### config.mk
export PLATFORM = sky130hd
export DESIGN_NAME = exp_delay_line
export DESIGN_NICKNAME = d
export VERILOG_FILES = /design/src/rtl/checker_pkg.sv /design/src/rtl/exp_delay_line.sv
export SDC_FILE = /design/constraint.sdc
export NUM_CORES = 1
export LEC_CHECK = 0
export CORE_MARGIN = 4
export CORE_UTILIZATION = 32
export CTS_CLUSTER_SIZE = 16
export DETAILED_ROUTE_END_ITERATION = 7
export PLACE_DENSITY_LB_ADDON = 0.3
export SLEW_MARGIN = 20
export SYNTH_ARGS = -nofsm -noshare
export SYNTH_HDL_FRONTEND = slang
export SYNTH_SLANG_ARGS = --single-unit
### constraint.sdc
create_clock -name clk -period 0.9 [get_ports clk]
set_input_delay 0.18 -clock clk [delete_from_list [all_inputs] [get_ports clk]]
set_output_delay 0.18 -clock clk [all_outputs]
set_load 0.1 [all_outputs]
### src/rtl/checker_pkg.sv
// Shared definitions for the AND-gate checker: FSM state encoding,
// legal LATENCY range and the "no error recorded" index constant.
// Imported by and_gate_checker and exp_delay_line.
package checker_pkg;

  typedef enum logic [1:0] {
    ST_IDLE  = 2'd0,
    ST_RUN   = 2'd1,
    ST_DRAIN = 2'd2,
    ST_DONE  = 2'd3
  } state_e;

  localparam int LATENCY_MIN = 1;
  localparam int LATENCY_MAX = 4;

  // Wide all-ones source; users slice it to their counter width.
  localparam logic [63:0] NO_ERR_ALL_ONES = {64{1'b1}};

endpackage

### src/rtl/exp_delay_line.sv
// LATENCY-deep shift register of {valid, exp, idx} entries that lines the
// expected AND result up with the gate output it must be compared against.
// Ports: clk/rst, push_* (stage 0 input, one entry per cycle), tail_* (oldest entry).
module exp_delay_line
  import checker_pkg::*;
#(
  parameter int LATENCY = 1,
  parameter int IDX_W   = 16
) (
  input  logic             clk,
  input  logic             rst,
  input  logic             push_vld,
  input  logic             push_exp,
  input  logic [IDX_W-1:0] push_idx,
  output logic             tail_vld,
  output logic             tail_exp,
  output logic [IDX_W-1:0] tail_idx
);

  logic [LATENCY-1:0] vld_q;
  logic [LATENCY-1:0] exp_q;
  logic [IDX_W-1:0]   idx_q [LATENCY];

  always_ff @(posedge clk or posedge rst) begin
    if (rst) begin
      vld_q <= '0;
      exp_q <= '0;
      for (int i = 0; i < LATENCY; i++) idx_q[i] <= '0;
    end else begin
      vld_q[0] <= push_vld;
      exp_q[0] <= push_exp;
      idx_q[0] <= push_idx;
      for (int i = 1; i < LATENCY; i++) begin
        vld_q[i] <= vld_q[i-1];
        exp_q[i] <= exp_q[i-1];
        idx_q[i] <= idx_q[i-1];
      end
    end
  end

  assign tail_vld = vld_q[LATENCY-1];
  assign tail_exp = exp_q[LATENCY-1];
  assign tail_idx = idx_q[LATENCY-1];

endmodule

---- Word level (Yosys, flattened, before mapping) ----
Cells that the tools add are included.
word-level totals
  input port bits ......................... 20
  register bits after elaboration ......... 18
  output and inout bits ................... 18

---- Logic depth before layout (Yosys ltp) ----
Gate-level depths: netlist (run 1).
  depth after elaboration ................. 0
  depth in mapped cells ................... 1
  gate-level depth less buffers ........... 1

---- Worst setup path before layout (run 1) ----
Ideal clock, no wire load.
  kind .................................... flip-flop to output port
  from .................................... register exp_q (netlist: tail_exp)
  to ...................................... output tail_exp
  arrival ................................. 0.883 ns
  slack ................................... -0.163 ns
  stages on the path, launching flop included .. 1
  path through ............................ dfrtp_1
RTL lines
  item                              RTL line              text
  start: declaration                exp_delay_line.sv:21  logic [LATENCY-1:0] exp_q;
  start signal: indexed assignment  exp_delay_line.sv:35  exp_q[i] <= exp_q[i-1];
  end: declaration                  exp_delay_line.sv:16  output logic tail_exp,
No word-level cell between the ends.

---- Worst setup path in the final report (run 1) ----
  from .................................... register idx_q, in the netlist tail_idx[15]
  to ...................................... output tail_idx[15]
RTL lines
  item                              RTL line              text
  start: declaration                exp_delay_line.sv:22  logic [IDX_W-1:0] idx_q [LATENCY];
  start signal: indexed assignment  exp_delay_line.sv:36  idx_q[i] <= idx_q[i-1];
  end: declaration                  exp_delay_line.sv:17  output logic [IDX_W-1:0] tail_idx
No word-level cell between the ends.

==> impl_metrics.tcl, run 1 <==
set metrics [dict create \
    status "complete, but fails checks" \
    violations "setup timing" \
    worst_pin_slew_ns 0.103 \
    multi_input_area_um2 0 \
    post_drt_wl_per_cell_um 12.5 \
    grt_pass1_vias 371 \
    synth.area.top_cells "dfrtp_1 99%, inv_1 0.83%" \
    crit_type "flop to output pin" \
    core_area_um2 1320 \
    grt_max_degree 19 \
    cp_slowest_cell "dfrtp_2" \
    endpoint_kind "output pin" \
    cp_data_arrival_time_ns 0.88 \
    ys_ff_latch 18 \
    synth_cell_types 2 \
    layout-drive-gt1-share_pct 67.2 \
    die_y_um 45.7 \
    setup_ws_ns -0.160 \
    via_count 319 \
    cp.depth 1 \
    synth_top_cell_by_area "dfrtp_1" \
    p_comb_share_pct 30.4 \
    antenna_cells 0 \
    dieArea_um2 2090 \
    cts_sinks 18 \
    powerDensity_nw_per_um2 1770 \
    wl_um 953 \
    vdd_drop_max_v 0.00134 \
    row_count 13 \
    track_usage_pct 11.0 \
    place_area_um2 1070 \
    place_congestion 0.578 \
    cts_max_path_buffers 2 \
    period_share_pct 118 \
    critical-path-top-delay-family "flip-flops" \
    slew_headroom_pct 93.1 \
    antenna_found_initial 0 \
    crit_path_cell_trace "buf_12" \
    avgSynthCellArea_um2 23.9 \
    final_nets 82 \
    crit_path_max_fanout 1 \
    cts_hold_buf 0 \
    tritoncts "done" \
    syn_area_um2 454 \
    setup_violations 18 \
    path_clk_slew_ns 0.09 \
    synthesis.nets 39 \
    finalCriticalPeriod_ns 1.06 \
    seqPwrFrac_pct 45.5 \
    io_buffers 37 \
    pwr-share-clk_pct 24.1 \
    grt_overflow_total 0 \
    fin_util_pct 83.7 \
    maxCapViolations 0 \
    crit_buf_inv 1 \
    p_switching_mw 0.613 \
    fp.dieW_um 45.7 \
    cts_made_buffers 3 \
    layout_common_cells "19 x clkdlybuf4s50_1, 19 x buf_12, 18 x dfrtp_2, 3 x clkbuf_4" \
    htree_levels 1 \
    final_cell_area_um2 1100 \
    drtAntennaViolNets 0 \
    syn2layout_area_growth_pct 143 \
    cpPeakStageDelay_ns 0.43 \
    via_per_inst 4.20 \
    grt_pass1_wl_um 1520 \
    yosysTopAreaCellShare_pct 99.2 \
    yosysWarnings 0 \
    root_buffer "clkbuf_4" \
    slew_violations 0 \
    postSynthCellCount 19 \
    dr.pass1.iters 2 \
    worst_hold_slack_ns 0.210 \
    intPower_mw 1.34 \
    drc_errors 0 \
    rsz0062_at_grt "true" \
    ys_seq_area_share_pct 99.2 \
    p_leak_nw 0.471 \
    startpoint_type "flop" \
    ios 38 \
    place_hpwl_um 828 \
    start_util_pct 34.5 \
    crit_required_ns 0.72 \
    final_hold_viol_count 0 \
    multi_input_cells 0 \
    p_sw_share_pct 31.4 \
    clock.fmax_mhz 943 \
    drtIter0Drc 2 \
    min_path_type "input pin to async pin" \
]
## power groups by stage
stage / combinational (mW) / sequential (mW) / clock (mW)
2_1_floorplan: 0.0121 / 1.19 / 0
3_3_place_gp: 0.596 / 0.905 / 0
3_5_place_dp: 0.600 / 0.908 / 0
4_1_cts: 0.600 / 0.892 / 0.478
5_1_grt: 0.609 / 0.896 / 0.514
6_report: 0.594 / 0.891 / 0.471
## timing repair
item                       CTS  global route
gates resized for setup      0             0
buffers inserted             0             0
setup endpoints to repair   18            18
## metrics by stage
stage	setup TNS, ns	instances	power, mW	setup WS, ns
floorplan	0	19	1.21	0.0743
global placement	0	72	1.50	0.163
detailed placement	0	72	1.51	0.152
CTS	-2.89	76	1.97	-0.168
global route	-3.30	76	2.02	-0.192
finish	-2.77	76	1.96	-0.160
## final cells by class
cell class | count | area [µm²]
well taps | 15 | 18.8
clock buffers | 4 | 36.3
fillers | 62 | 215
inverters | 1 | 3.75
repair buffers | 38 | 571
flip-flops and latches | 18 | 473
## registers in the layout (all words and copies together) (netlist names)
signal and cells:
tail_idx 16, tail_exp 1, tail_vld 1
## cell families (layout without fill, tap and decap cells)
logic type,after synthesis,in the layout,synth area share (%)
DFF,18,18,99.2
buffers and inverters,1,43,0.826
## per-layer routing
| metal | track usage (%) | share of wire [%] | vias up |
|---|---|---|---|
| met5 | 0 | 0 | - |
| met4 | 8.77 | 1.7 | 0 |
| met3 | 3.95 | 11 | 2 |
| met2 | 20.1 | 58 | 21 |
| met1 | 9.33 | 29 | 156 |
| li1 | - | - | 140 |
## synth_stat cells
cell type	number
dfrtp_1	18
inv_1	1
## final timing paths
path | slack, ns | endpoint | startpoint
hold / removal | 0.21 | tail_idx[9] | rst
setup / recovery | -0.16 | tail_idx[15] | tail_idx[15]
min in group clk | 0.32 | tail_idx[8] | push_idx[8]
max in group asynchronous | 0.56 | tail_idx[11] | rst
Power figures use the tool's default switching activity.
==> inputs of run 2 (changes only) <==
--- a/config.mk
+++ b/config.mk
@@ -7,7 +7,7 @@
 export LEC_CHECK = 0
 export CORE_MARGIN = 4
 export CORE_UTILIZATION = 32
-export CTS_CLUSTER_SIZE = 16
+export CTS_CLUSTER_SIZE = 14
 export DETAILED_ROUTE_END_ITERATION = 7
 export PLACE_DENSITY_LB_ADDON = 0.3
 export SLEW_MARGIN = 20
==> results of run 2 <==
The final DEF is identical to that of run 1; final timing and power are the same.
==> inputs of run 3 (changes only) <==
--- a/config.mk
+++ b/config.mk
@@ -9,7 +9,7 @@
 export CORE_UTILIZATION = 32
 export CTS_CLUSTER_SIZE = 14
 export DETAILED_ROUTE_END_ITERATION = 7
-export PLACE_DENSITY_LB_ADDON = 0.3
+export PLACE_DENSITY = 0.8
 export SLEW_MARGIN = 20
 export SYNTH_ARGS = -nofsm -noshare
 export SYNTH_HDL_FRONTEND = slang
==> run 3 against run 2 <==
The flow still finishes with violations (setup timing); global-route usage is 0.25 points higher; sequential power is essentially flat; largest cell class unchanged; setup slack better by 0.0015 ns; clock power shrank 1%; wire length rose by 13%.
==> impl_metrics.tcl, run 3 (synthesis results as in run 1) <==
set metrics [dict create \
    p_leak_nw 0.471 \
    via_count 305 \
    final_hold_viol_count 0 \
    track_usage_pct 11.3 \
    multi_input_cells 0 \
    startpoint_type "flop" \
    critical-path-top-delay-family "flip-flops" \
    start_util_pct 34.5 \
    setup_ws_ns -0.158 \
    wl_um 1080 \
    drc_errors 0 \
    slew_headroom_pct 92.4 \
    clock.fmax_mhz 945 \
    status "complete, but fails checks" \
    min_path_type "input pin to async pin" \
    largest_register_ffs 16 \
    worst_pin_slew_ns 0.114 \
    slew_violations 0 \
    dieArea_um2 2090 \
    cp_data_arrival_time_ns 0.88 \
    via_per_inst 4.01 \
    crit_path_max_fanout 1 \
    finalPower_mw 1.95 \
    grt_overflow_total 0 \
    crit_buf_inv 1 \
    grt_pass1_vias 333 \
    layout_common_cells "19 x clkdlybuf4s50_1, 19 x buf_12, 18 x dfrtp_2, 3 x clkbuf_4" \
    htree_levels 1 \
    powerDensity_nw_per_um2 1770 \
    place_area_um2 1070 \
    core_area_um2 1320 \
    final_cell_area_um2 1100 \
    die_y_um 45.7 \
    period_share_pct 118 \
    postCtsSetupBuffers 0 \
    grt_pass1_wl_um 1560 \
    post_drt_wl_per_cell_um 14.2 \
    setup_violations 18 \
    row_count 13 \
    cts_max_path_buffers 2 \
    cpPeakStageDelay_ns 0.43 \
    drtIter0Drc 0 \
    place_congestion 0.663 \
    multi_input_area_um2 0 \
    ios 38 \
    layout-drive-gt1-share_pct 67.2 \
    io_buffers 37 \
    maxCapViolations 0 \
    grt_max_degree 19 \
    crit_required_ns 0.72 \
    drtAntennaViolNets 0 \
    cp_slowest_cell "dfrtp_2" \
    syn2layout_area_growth_pct 143 \
    path_clk_slew_ns 0.10 \
    antenna_cells 0 \
    violations "setup timing" \
    antenna_found_initial 0 \
    postCtsResizedCells 0 \
    tritoncts "done" \
    cts_sinks 18 \
    dr.pass1.iters 1 \
    crit_path_cell_trace "buf_12" \
    final_nets 82 \
    vdd_drop_max_v 0.00102 \
    fp.dieW_um 45.7 \
    root_buffer "clkbuf_4" \
    cts_made_buffers 3 \
    crit_type "flop to output pin" \
    endpoint_kind "output pin" \
    finalCriticalPeriod_ns 1.06 \
    cts_hold_buf 0 \
    rsz0062_at_grt "true" \
]
[run 3: routing by layer]
| metal | vias to the layer above | track usage (%) | share of wire, % |
|---|---|---|---|
| li1 | 140 | - | - |
| met1 | 134 | 9.84 | 30 |
| met2 | 29 | 19.8 | 48 |
| met3 | 2 | 8.30 | 21 |
| met4 | 0 | 3.51 | 0.74 |
| met5 | - | 0 | 0 |
[run 3: worst paths after layout]
| kind | start | end | slack, ns | cells after the start |
|---|---|---|---|---|
| max | tail_idx[13] | tail_idx[13] | -0.16 | 1 |
| min | rst | tail_idx[0] | 0.24 | 3 |
| max in group asynchronous | rst | tail_idx[3] | 0.53 | 3 |
| min in group clk | push_idx[13] | tail_idx[13] | 0.32 | 1 |
[run 3: final cells by class]
class | instances | area, µm²
Clock buffer | 4 | 36.3
Fill cell | 63 | 215
Inverter | 1 | 3.75
Sequential cell | 18 | 473
Tap cell | 15 | 18.8
Timing Repair Buffer | 38 | 571
[run 3: metrics by stage]
| step | setup TNS, ns | utilization, % | setup slack [ns] | hold slack, ns | cells |
|---|---|---|---|---|---|
| after detailed placement | 0 | 80.9 | 0.146 | 0.566 | 72 |
| final | -2.65 | 83.7 | -0.158 | 0.237 | 76 |
| after CTS | -2.90 | 83.7 | -0.172 | 0.253 | 76 |
| after global routing | -3.31 | 83.7 | -0.194 | 0.235 | 76 |
| after global placement | 0 | 80.9 | 0.163 | 0.499 | 72 |
| after floorplan | 0 | - | 0.0743 | 0.119 | 19 |
[run 3: power by group]
group	switching [mW]	internal [mW]	total, mW
clock	0.219	0.246	0.465
sequential	0.0340	0.857	0.891
combinational	0.357	0.240	0.596
total	0.610	1.34	1.95
[run 3: worst min-delay path: stages]
cell and delay [ns]:
clkdlybuf4s50_1 0.40, inv_1 0.11, buf_12 0.16
